<file path="config.mk">
export PLATFORM = sky130hd
export DESIGN_NAME = char_lcd_ctrl_param_flat
export DESIGN_NICKNAME = d
export VERILOG_FILES = /design/src/rtl/char_lcd_ctrl_param_if.sv /design/src/rtl/char_lcd_ctrl_param.sv /design/src/flat_wrapper.sv
export SDC_FILE = /design/constraint.sdc
export NUM_CORES = 1
export LEC_CHECK = 0
export CORE_MARGIN = 2
export CORE_UTILIZATION = 55
export CTS_CLUSTER_DIAMETER = 100
export DETAILED_ROUTE_END_ITERATION = 8
export PLACE_DENSITY = 0.74
export SYNTH_ARGS = -nofsm -noshare
export SYNTH_HDL_FRONTEND = slang
export SYNTH_SLANG_ARGS = --single-unit
</file>
<file path="constraint.sdc">
create_clock -name clk -period 2.6 [get_ports clk]
set_input_delay 0.65 -clock clk [delete_from_list [all_inputs] [get_ports clk]]
set_output_delay 0.65 -clock clk [all_outputs]
set_load 0.05 [all_outputs]
</file>
<file path="src/rtl/char_lcd_ctrl_param_if.sv">
// Front-end event strobes and HD44780 write-only pin bundle for char_lcd_ctrl_param.
// master: Morse decoder / keypad side; slave: the LCD controller.
interface char_lcd_ctrl_param_if;
    logic [7:0] char_in;
    logic       char_valid;
    logic [1:0] row_sel;
    logic       scroll_up;
    logic       clear;
    logic       busy;
    logic       lcd_rs;
    logic       lcd_rw;
    logic       lcd_en;
    logic [7:0] lcd_data;

    modport master (
        output char_in, char_valid, row_sel, scroll_up, clear,
        input  busy, lcd_rs, lcd_rw, lcd_en, lcd_data
    );

    modport slave (
        input  char_in, char_valid, row_sel, scroll_up, clear,
        output busy, lcd_rs, lcd_rw, lcd_en, lcd_data
    );
endinterface

</file>
<file path="src/rtl/char_lcd_ctrl_param.sv">
// ROWS x COLS character frame buffer with full-panel HD44780 repaint on change.
// Optional LCD_CURSOR_EN: cursor-on init and a trailing cursor-position command per frame.
module char_lcd_ctrl_param #(
    parameter int unsigned ROWS       = 2,
    parameter int unsigned COLS       = 16,
    parameter int unsigned CMD_CYCLES = 2000,
    parameter int unsigned EN_START   = 1000,
    parameter int unsigned EN_LEN     = 50
) (
    input  logic                  clk,
    input  logic                  rst_n,
    char_lcd_ctrl_param_if.slave  bus
);
    localparam int unsigned RW = (ROWS > 1) ? $clog2(ROWS) : 1;
    localparam int unsigned CW = $clog2(COLS + 1);
    localparam int unsigned XW = $clog2(COLS);
    localparam int unsigned SW = $clog2(CMD_CYCLES);

`ifdef LCD_CURSOR_EN
    typedef enum logic [2:0] {INIT0, INIT1, INIT2, INIT3, SET_ROW, WRITE_ROW, CURSOR, IDLE} state_t;
    localparam logic [7:0] DISP_ON = 8'h0E;
`else
    typedef enum logic [2:0] {INIT0, INIT1, INIT2, INIT3, SET_ROW, WRITE_ROW, IDLE} state_t;
    localparam logic [7:0] DISP_ON = 8'h0C;
`endif

    logic [7:0]    fb_q  [ROWS][COLS];
    logic [CW-1:0] cnt_q [ROWS];
    logic          dirty_q;
    logic          clear_prev, scroll_prev, char_prev;
    logic          clr_ev, scr_ev, chr_ev, sel_ok, start_frame;

    state_t        state_q, state_d;
    logic [SW-1:0] slot_q, slot_d;
    logic [RW-1:0] row_q, row_d;
    logic [XW-1:0] col_q, col_d;
    logic [7:0]    data_q, slot_byte;
    logic          rs_q, slot_rs, en_q;

    function automatic logic [7:0] row_addr(input logic [RW-1:0] r);
        logic [7:0] a;
        a = 8'h00;
        if (32'(r) == 1)      a = 8'h40;
        else if (32'(r) == 2) a = 8'(COLS);
        else if (32'(r) == 3) a = 8'(64 + COLS);
        return a;
    endfunction

    assign clr_ev      = bus.clear & ~clear_prev;
    assign scr_ev      = bus.scroll_up & ~scroll_prev;
    assign chr_ev      = bus.char_valid & ~char_prev;
    assign sel_ok      = 32'(bus.row_sel) < ROWS;
    assign start_frame = (state_q == IDLE) && dirty_q;

    always_ff @(posedge clk or negedge rst_n) begin
        if (!rst_n) begin
            for (int unsigned r = 0; r < ROWS; r++) begin
                for (int unsigned c = 0; c < COLS; c++) fb_q[r][c] <= 8'h20;
                cnt_q[r] <= '0;
            end
            dirty_q     <= 1'b0;
            clear_prev  <= 1'b0;
            scroll_prev <= 1'b0;
            char_prev   <= 1'b0;
        end else begin
            clear_prev  <= bus.clear;
            scroll_prev <= bus.scroll_up;
            char_prev   <= bus.char_valid;
            // a change landing on the same edge as the frame start still re-arms dirty
            if (start_frame) dirty_q <= 1'b0;
            if (clr_ev) begin
                for (int unsigned r = 0; r < ROWS; r++) begin
                    for (int unsigned c = 0; c < COLS; c++) fb_q[r][c] <= 8'h20;
                    cnt_q[r] <= '0;
                end
                dirty_q <= 1'b1;
            end else if (scr_ev) begin
                for (int unsigned r = 0; r + 1 < ROWS; r++) begin
                    for (int unsigned c = 0; c < COLS; c++) fb_q[r][c] <= fb_q[r+1][c];
                    cnt_q[r] <= cnt_q[r+1];
                end
                for (int unsigned c = 0; c < COLS; c++) fb_q[ROWS-1][c] <= 8'h20;
                cnt_q[ROWS-1] <= '0;
                dirty_q <= 1'b1;
            end else if (chr_ev && sel_ok) begin
                for (int unsigned r = 0; r < ROWS; r++) begin
                    if (32'(bus.row_sel) == r) begin
                        if (bus.char_in == 8'h08) begin
                            if (cnt_q[r] != '0) begin
                                for (int unsigned c = 0; c < COLS; c++)
                                    if (CW'(c) == cnt_q[r] - 1'b1) fb_q[r][c] <= 8'h20;
                                cnt_q[r] <= cnt_q[r] - 1'b1;
                                dirty_q  <= 1'b1;
                            end
                        end else if (cnt_q[r] < CW'(COLS)) begin
                            for (int unsigned c = 0; c < COLS; c++)
                                if (CW'(c) == cnt_q[r]) fb_q[r][c] <= bus.char_in;
                            cnt_q[r] <= cnt_q[r] + 1'b1;
                            dirty_q  <= 1'b1;
                        end else begin
                            for (int unsigned c = 0; c + 1 < COLS; c++) fb_q[r][c] <= fb_q[r][c+1];
                            fb_q[r][COLS-1] <= bus.char_in;
                            dirty_q <= 1'b1;
                        end
                    end
                end
            end
        end
    end

`ifdef LCD_CURSOR_EN
    logic [RW-1:0] cur_row_q;
    logic [CW-1:0] sel_cnt, cur_cnt;
    logic [7:0]    cur_col;
    logic          chr_accept;

    assign sel_cnt    = cnt_q[bus.row_sel[RW-1:0]];
    assign chr_accept = chr_ev && sel_ok && !clr_ev && !scr_ev &&
                        !(bus.char_in == 8'h08 && sel_cnt == '0);
    assign cur_cnt    = cnt_q[cur_row_q];
    assign cur_col    = (cur_cnt >= CW'(COLS - 1)) ? 8'(COLS - 1) : 8'(cur_cnt);

    always_ff @(posedge clk or negedge rst_n) begin
        if (!rst_n)          cur_row_q <= '0;
        else if (clr_ev)     cur_row_q <= '0;
        else if (chr_accept) cur_row_q <= bus.row_sel[RW-1:0];
    end
`endif

    always_comb begin
        state_d = state_q;
        slot_d  = slot_q;
        row_d   = row_q;
        col_d   = col_q;
        if (state_q == IDLE) begin
            slot_d = '0;
            if (dirty_q) begin
                state_d = SET_ROW;
                row_d   = '0;
                col_d   = '0;
            end
        end else if (slot_q != SW'(CMD_CYCLES - 1)) begin
            slot_d = slot_q + 1'b1;
        end else begin
            slot_d = '0;
            case (state_q)
                INIT0: state_d = INIT1;
                INIT1: state_d = INIT2;
                INIT2: state_d = INIT3;
                INIT3: begin
                    state_d = SET_ROW;
                    row_d   = '0;
                end
                SET_ROW: begin
                    state_d = WRITE_ROW;
                    col_d   = '0;
                end
                WRITE_ROW: begin
                    if (col_q != XW'(COLS - 1)) begin
                        col_d = col_q + 1'b1;
                    end else if (row_q != RW'(ROWS - 1)) begin
                        state_d = SET_ROW;
                        row_d   = row_q + 1'b1;
                    end else begin
`ifdef LCD_CURSOR_EN
                        state_d = CURSOR;
`else
                        state_d = IDLE;
`endif
                    end
                end
                default: state_d = IDLE;
            endcase
        end
    end

    always_comb begin
        slot_byte = 8'h00;
        slot_rs   = 1'b0;
        case (state_q)
            INIT0:     slot_byte = 8'h38;
            INIT1:     slot_byte = DISP_ON;
            INIT2:     slot_byte = 8'h01;
            INIT3:     slot_byte = 8'h06;
            SET_ROW:   slot_byte = 8'h80 | row_addr(row_q);
            WRITE_ROW: begin
                slot_byte = fb_q[row_q][col_q];
                slot_rs   = 1'b1;
            end
`ifdef LCD_CURSOR_EN
            CURSOR:    slot_byte = 8'h80 | (row_addr(cur_row_q) + cur_col);
`endif
            default:   slot_byte = 8'h00;
        endcase
    end

    always_ff @(posedge clk or negedge rst_n) begin
        if (!rst_n) begin
            state_q <= INIT0;
            slot_q  <= '0;
            row_q   <= '0;
            col_q   <= '0;
            data_q  <= 8'h00;
            rs_q    <= 1'b0;
            en_q    <= 1'b0;
        end else begin
            state_q <= state_d;
            slot_q  <= slot_d;
            row_q   <= row_d;
            col_q   <= col_d;
            // bus byte sampled once per slot, long before the enable pulse
            if (state_q != IDLE && slot_q == '0) begin
                data_q <= slot_byte;
                rs_q   <= slot_rs;
            end
            en_q <= (state_d != IDLE) && (slot_d >= SW'(EN_START)) &&
                    (slot_d < SW'(EN_START + EN_LEN));
        end
    end

    assign bus.busy     = (state_q != IDLE);
    assign bus.lcd_rs   = rs_q;
    assign bus.lcd_rw   = 1'b0;
    assign bus.lcd_en   = en_q;
    assign bus.lcd_data = data_q;
endmodule

</file>
<file path="src/flat_wrapper.sv">
// flat-port wrapper written by rule: the top's interface ports become plain ports
module char_lcd_ctrl_param_flat 
#(
    parameter int unsigned ROWS       = 2,
    parameter int unsigned COLS       = 16,
    parameter int unsigned CMD_CYCLES = 2000,
    parameter int unsigned EN_START   = 1000,
    parameter int unsigned EN_LEN     = 50
)
  (clk, rst_n, bus_char_in, bus_char_valid, bus_row_sel, bus_scroll_up, bus_clear, bus_busy, bus_lcd_rs, bus_lcd_rw, bus_lcd_en, bus_lcd_data);
  char_lcd_ctrl_param_if bus_i ();
  input  logic clk;
  input  logic rst_n;
  input wire logic [$bits(bus_i.char_in)-1:0] bus_char_in;
  input wire logic [$bits(bus_i.char_valid)-1:0] bus_char_valid;
  input wire logic [$bits(bus_i.row_sel)-1:0] bus_row_sel;
  input wire logic [$bits(bus_i.scroll_up)-1:0] bus_scroll_up;
  input wire logic [$bits(bus_i.clear)-1:0] bus_clear;
  output wire logic [$bits(bus_i.busy)-1:0] bus_busy;
  output wire logic [$bits(bus_i.lcd_rs)-1:0] bus_lcd_rs;
  output wire logic [$bits(bus_i.lcd_rw)-1:0] bus_lcd_rw;
  output wire logic [$bits(bus_i.lcd_en)-1:0] bus_lcd_en;
  output wire logic [$bits(bus_i.lcd_data)-1:0] bus_lcd_data;
  assign bus_i.char_in = bus_char_in;
  assign bus_i.char_valid = bus_char_valid;
  assign bus_i.row_sel = bus_row_sel;
  assign bus_i.scroll_up = bus_scroll_up;
  assign bus_i.clear = bus_clear;
  assign bus_busy = bus_i.busy;
  assign bus_lcd_rs = bus_i.lcd_rs;
  assign bus_lcd_rw = bus_i.lcd_rw;
  assign bus_lcd_en = bus_i.lcd_en;
  assign bus_lcd_data = bus_i.lcd_data;
  char_lcd_ctrl_param #(.ROWS(ROWS), .COLS(COLS), .CMD_CYCLES(CMD_CYCLES), .EN_START(EN_START), .EN_LEN(EN_LEN)) u_core (.clk(clk), .rst_n(rst_n), .bus(bus_i));
endmodule
</file>
# Word level (Yosys, flattened, before mapping)
# Index checks and enable logic that the tools add are counted.
# W data, S select, Z words.
# totals
in_bits,15
output_inout_bits,12
word_cells,390
register_bits,299
# op_classes
n_bitwise,8
eq_ne,142
reduce_logical,57
add_sub_neg,7
magnitude_cmp,7
mux,124
# op_table
op,count
$mux W128,11
$mux W256,3
$mux W8,66
$eq A4 B5 Y1 const A,32
$reduce_and A5 Y1,32
$eq A3 B5 Y1 const A,16
$ne A5 B2 Y1 const B,16
$ne A5 B3 Y1 const B,16
$ne A4 B1 Y1 const B,17
$ne A4 B2 Y1 const B,17
$pmux W8 S6,1
$eq A2 B5 Y1 const A,8
$mux W5,8
$bmux W8 S4,1
$mux W10,3
$mux W11,2
$eq A1 B5 Y1 const A,4
$logic_not A5 Y1,4
$pmux W3 S6,1
$mux W1,16
$mux W4,4
$reduce_and A4 Y1,4
$reduce_bool A3 Y1,5
$mux W3,4
other kinds (36),54

# Longest topological paths before layout
# logic_depth
depth_word,12
mapped_depth,10
mapped_depth_nobuf,8

# Least setup slack after synthesis
# Ideal clock, no wire load.
# synth_path
kind,input port to flip-flop
startpoint,in bus_char_in[5]
endpoint,reg u_core.fb_q[100] in the netlist's numbering
required_ns,2.475
setup_slack_ns,-0.146
setup_time_ns,0.125
path_buffers,1
stages,7
arrival_ns,2.621
path_cell_list,nor4b_4 > nand2_2 > nand2_1 > nor2_1 > buf_4 > a211oi_4 > mux2_2
# synth_via
elab_chain_cells,6
elab_cells_between_ends,10
cone_classes,eq/ne: 4; mux: 5; reduce/logical: 1
# synth_rtl
item,line_no,source
start: declaration,flat_wrapper.sv:14,input wire logic [$bits(bus_i.char_in)-1:0] bus_char_in;
$eq A8 B4 Y1 (*),char_lcd_ctrl_param.sv:88,if (bus.char_in == 8'h08) begin
$mux W128,char_lcd_ctrl_param.sv:88,
$mux W128,char_lcd_ctrl_param.sv:87,if (32'(bus.row_sel) == r) begin
$mux W256,char_lcd_ctrl_param.sv:85,end else if (chr_ev && sel_ok) begin
$mux W256,char_lcd_ctrl_param.sv:77,end else if (scr_ev) begin
$mux W256,char_lcd_ctrl_param.sv:71,if (clr_ev) begin
end signal: indexed assignment,char_lcd_ctrl_param.sv:97,if (CW'(c) == cnt_q[r]) fb_q[r][c] <= bus.char_in;
end signal: indexed assignment,char_lcd_ctrl_param.sv:102,fb_q[r][COLS-1] <= bus.char_in;
end: declaration,char_lcd_ctrl_param.sv:27,logic [7:0] fb_q [ROWS][COLS];
# Every way passes the cells marked *; elsewhere a longest branch is shown, timed or not. The select of a mux whose other input is x is not followed.
# A chain may end at the register's enable or synchronous reset.

# Worst setup path in the final report
# layout_path
startpoint,reg u_core.cnt_q[7] in the netlist's numbering
endpoint,reg u_core.fb_q[143] in the netlist's numbering
# layout_via
elab_chain_cells,7
elab_cells_between_ends,15
cone_classes,add/sub: 1; order compare: 1; eq/ne: 5; mux: 6; reduce/logical: 2
# layout_rtl
item,line_no,source
start: declaration,char_lcd_ctrl_param.sv:28,logic [CW-1:0] cnt_q [ROWS];
start signal: indexed assignment,char_lcd_ctrl_param.sv:80,cnt_q[r] <= cnt_q[r+1];
start signal: indexed assignment,char_lcd_ctrl_param.sv:92,cnt_q[r] <= cnt_q[r] - 1'b1;
start signal: indexed assignment,char_lcd_ctrl_param.sv:98,cnt_q[r] <= cnt_q[r] + 1'b1;
$lt A5 B5 Y1,char_lcd_ctrl_param.sv:95,end else if (cnt_q[r] < CW'(COLS)) begin
$mux W128,char_lcd_ctrl_param.sv:95,
$mux W128,char_lcd_ctrl_param.sv:88,
$mux W128,char_lcd_ctrl_param.sv:87,
$mux W256,char_lcd_ctrl_param.sv:85,
$mux W256,char_lcd_ctrl_param.sv:77,
$mux W256,char_lcd_ctrl_param.sv:71,
# Parallel ways exist; a longest one is shown, timed or not. The select of a mux whose other input is x is not followed.

==> results <==
- The remaining global-route overflow is 0.
- Summed over its instances, the top area cell type makes up 37.1% of the synthesized netlist area.
- The commonest register cell after synthesis is sky130_fd_sc_hd__dfrtp_1.
- Data arrives at the worst endpoint at 2.94 ns.
- The worst setup path is launched from a flop.
- The cell type with the largest total area after synthesis is sky130_fd_sc_hd__dfrtp_1.
- The number of instances in the placed design is 2179.
- Sequential elements use 41.8% of the synthesized area.
- The power density normalized to cell area is 1010 nW/um2.
- In this run the remaining antenna-violating nets after routing total 0.
- The number of rows created at floorplan is 66.
- 0 antenna diodes ended up in the layout.
- The number of hold violations in the final report came to 0.
- The netlist uses 66 different library cells.
- Once the floorplan was initialized, standard cells occupied 55.7% of the core.
- Summed over all cells, the static leakage comes to 9.56 nW.
- The commonest cells after synthesis are sky130_fd_sc_hd__dfrtp_1 (267), sky130_fd_sc_hd__a21oi_1 (188), sky130_fd_sc_hd__mux2_2 (171), sky130_fd_sc_hd__inv_1 (126), sky130_fd_sc_hd__a221o_1 (106).
- The run finished with clean final reports.
- Setup violations remaining at the end of the flow were counted as 0.
- The dominant combinational cell family by area after synthesis is multiplexers.
- After clock tree synthesis, the clock-pin slew on the worst setup and hold paths is 0.06 ns.
- For this run, design rule violations remaining after detail routing come to 0.
- The violation count after the first detailed-route iteration is 1429.
- The vertical extent of the die is 185 um.
- The HPWL after detailed placement is 37300 um.
- Cells fill 68.3% of the core in the end.
- The filler-free cell count of the finished design is 2272.
- Clock tree synthesis inserted a total of 35 buffers.
- The critical path starts at u_core.cnt_q[7]$_DFFE_PN0P_.
- The die covers 34200 um2.
- The wire length of the first global-routing pass is 83100 um.
- The worst clock skew is 0.0223 ns.
- The congestion estimate from routability-driven global placement came to 0.910.
- The die span in x is 185 um.
- The gate count of the mapped netlist is 1648.
- The worst register-to-register path begins at u_core.cnt_q[7]$_DFFE_PN0P_.
- For this run, the top clock speed supported by timing is 0.394 GHz.
- Of all nets on the critical path, the largest fanout is 8.
- The mean instance size in the synthesized netlist is 10.9 um2.
- The maximum vdd ir drop is 0.000710 V.
- Yosys instantiated no cell more often than sky130_fd_sc_hd__dfrtp_1.
- Clock tree synthesis found a total of 299 sinks.
- The all-layer global routing usage is 31.4%.
- Of the total synthesized cell area, the portion taken by full adders, half adders and majority gates is 1.32%.
- The final critical delay including setup and external delays is 2.54 ns.
- After detailed routing, the number of vias per cell comes to 6.51.
- The worst hold path belongs to the class input pin to asynchronous set/reset pin.
- The pin slew with the least headroom to its limit is 0.809 ns.
- By startpoint and endpoint, the worst setup path is classified as flop to flop.
- The total nets after synthesis is 1682.
- The number of global-route vias before repair came to 14800.
- For this design, the CTS-stage hold fixing added 0 buffers.
- Counting flops and latches in the post-synthesis netlist gives 299.
- Dividing the detail-routed wire length by the instance count gives 23.7 um.
- The clock root buffer is sky130_fd_sc_hd__clkbuf_16.
- The number of inserted filler cells in the final layout is 2354.
- The sum of routed wire length over all layers is 53900 um.
- The required time reported for the critical path endpoint is 3.00 ns.
- The placeable core area is 32400 um2.
- The pin count of the biggest net entering global routing is 68.
- The worst slew margin relative to its limit is 46.1%.
- The TritonCTS clock tree is yes.
- The number of H-tree levels is 2.
- Summing the areas of all compound-gate instances in the mapped netlist gives 17.1% of the synthesized area.
- 27 I/O pins were placed.
- Dividing the final minimum period by the clock period gives 97.7%.
- The area growth from synthesis to layout is 22.7%.
- STA classifies the critical path endpoint as a flop.
- Of all flip-flops after synthesis, the portion carrying an async set or reset was 100%.
- The number of synthesized flops with an enable pin is 0.
- The fraction of synthesized area in multiplexers is 25.2%.
- For the worst-skew pair, the clock arrives at the later sink with an insertion delay of 0.52 ns.
- The combined area of all synthesized cells is 18000 um2.
- The post-synthesis share of cell area spent on and, or, nand and nor gates is 8.45%.
- The xor/xnor cell area share of the yosys netlist is 0.729%.
- The total count of max-transition violations in the final report was 0.
- Across all layers, the routed design uses 14800 vias.
- The number of antenna violations at the first check in global routing is 0.
- Across the run, the number of max-cap violations was 0.
- The count of buffers added on input and output ports is 25.
- Yosys attributes the largest share of cell area to sky130_fd_sc_hd__dfrtp_1 (37%), sky130_fd_sc_hd__mux2_2 (11%), sky130_fd_sc_hd__mux4_2 (7.8%).
- The fraction of final layout cells with drive strength greater than 1 is 33.3%.
- The first TritonRoute pass finished after 5 iterations.
- The maximum clock insertion buffer count is 3.
- For this run, the post-layout net count is 1838.
- For this run, the number of Yosys warnings is 0.
[path summary, 6_finish.rpt]
check / to / slack [ns] / cells past startpoint
setup reg to reg: u_core.fb_q[143]$_DFFE_PN0P_ / 0.06 / 10
min in group clk: u_core.fb_q[254]$_DFFE_PN0P_ / 0.50 / 1
hold reg to reg: u_core.fb_q[254]$_DFFE_PN0P_ / 0.50 / 1
max in group asynchronous: u_core.fb_q[181]$_DFFE_PN1P_ / 1.71 / 2
setup / recovery: u_core.fb_q[143]$_DFFE_PN0P_ / 0.06 / 10
hold / removal: u_core.fb_q[247]$_DFFE_PN0P_ / 0.06 / 1
[metal layers]
metal | vias to the layer above | global-route usage, % | part of all wire, %
met5 | - | 0 | 0
met4 | 0 | 14.8 | 4.8
met3 | 172 | 6.23 | 7.3
met2 | 679 | 52.8 | 50
met1 | 7534 | 39.1 | 38
li1 | 6416 | - | -
[power breakdown]
| part | leakage [nW] | internal, W | switching (W) | total, W |
|---|---|---|---|---|
| combinational | 5.27 | 0.00472 | 0.00429 | 0.00901 |
| sequential | 3.76 | 0.00672 | 0.00188 | 0.00859 |
| clock | 0.535 | 0.00275 | 0.00199 | 0.00475 |
[state kept, by name, summed over array words and instances, names as in the netlist]
name and cells:
u_core.scroll_prev 1, u_core.col_q 4, u_core.row_q 1, u_core.clear_prev 1
u_core.bus.lcd_data 8, u_core.bus.lcd_en 1, u_core.bus.lcd_rs 1, u_core.state_q 3
u_core.slot_q 11, u_core.cnt_q 10, u_core.char_prev 1, u_core.dirty_q 1
u_core.fb_q 256
[cell families (layout without fill, tap and decap cells)]
logic type / Yosys count / count (layout)
other: 1 / 1
multiplexers: 345 / 345
flip-flops: 299 / 299
buffers and inverters: 251 / 433
XOR/XNOR: 15 / 15
AND/OR/NAND/NOR: 290 / 290
AO/OA/AOI/OAI: 428 / 428
adder cells (fa/ha/maj): 19 / 19
[cells in the final DEF (no fill, tap or decap), drive strengths merged, types with 4 or more instances in the layout]
master	netlist	final
dfrtp	267	267
mux2	253	253
buf	21	221
a21oi	188	188
inv	126	127
a221o	106	106
nand2	97	97
nor2	64	64
mux4	62	62
o21ai	52	52
clkbuf	104	50
dfstp	32	32
mux2i	30	30
nand3	23	23
nor3	22	22
a211oi	21	21
ha	19	19
clkdlybuf4s50	0	15
and2	14	14
nor2b	13	13
a31oi	12	12
nand4	11	11
a22oi	10	10
nand2b	9	9
xnor2	9	9
and3	9	9
clkinv	0	9
or2	8	8
xor2	6	6
nor4	5	5
a21o	4	4
o2111ai	4	4
o2bb2ai	4	4
dlygate4sd2	0	4
o31ai	4	4
[metrics by stage]
step                      power (W)  area, um2  setup slack, ns  TNS (ns)  hold WS (ns)
final                        0.0223      22100           0.0606         0        0.0589
after global routing         0.0234      22100          -0.0148   -0.0990        0.0804
after CTS                    0.0220      21800          -0.0754    -0.518        0.0738
after detailed placement     0.0170      20400           -0.756   -167.99         0.495
after global placement       0.0166      20400           -0.732   -160.76         0.479
after floorplan              0.0135      18100          -0.0552     -5.56         0.354
[critical path: stages, from the launching register on]
cell                      delay, ns
sky130_fd_sc_hd__dfrtp_1       0.46
sky130_fd_sc_hd__buf_4         0.20
sky130_fd_sc_hd__nor2_1        0.13
sky130_fd_sc_hd__nand2_1       0.14
sky130_fd_sc_hd__or3_4         0.40
sky130_fd_sc_hd__a31oi_4       0.29
sky130_fd_sc_hd__buf_6         0.18
sky130_fd_sc_hd__buf_4         0.12
sky130_fd_sc_hd__nor3_4        0.04
sky130_fd_sc_hd__buf_12        0.15
sky130_fd_sc_hd__mux2_1        0.30
[cell type report]
type	instances	area, um2	area share, %
multi-input cells	1098	9740	44.1
clock inverters	14	125	0.566
flip-flops and latches	299	7530	34.1
well taps	442	553	2.50
repair buffers	244	2700	12.2
clock buffers	49	980	4.43
inverters	126	473	2.14
[timing repair]
| action | 4_1_cts | 5_1_grt |
|---|---|---|
| gates resized for setup | 21 | 14 |
| endpoints found under the setup margin | 242 | 255 |
| buffers inserted | 11 | 19 |
| pin swaps | 15 | 15 |
Power figures use the tool's default switching activity.
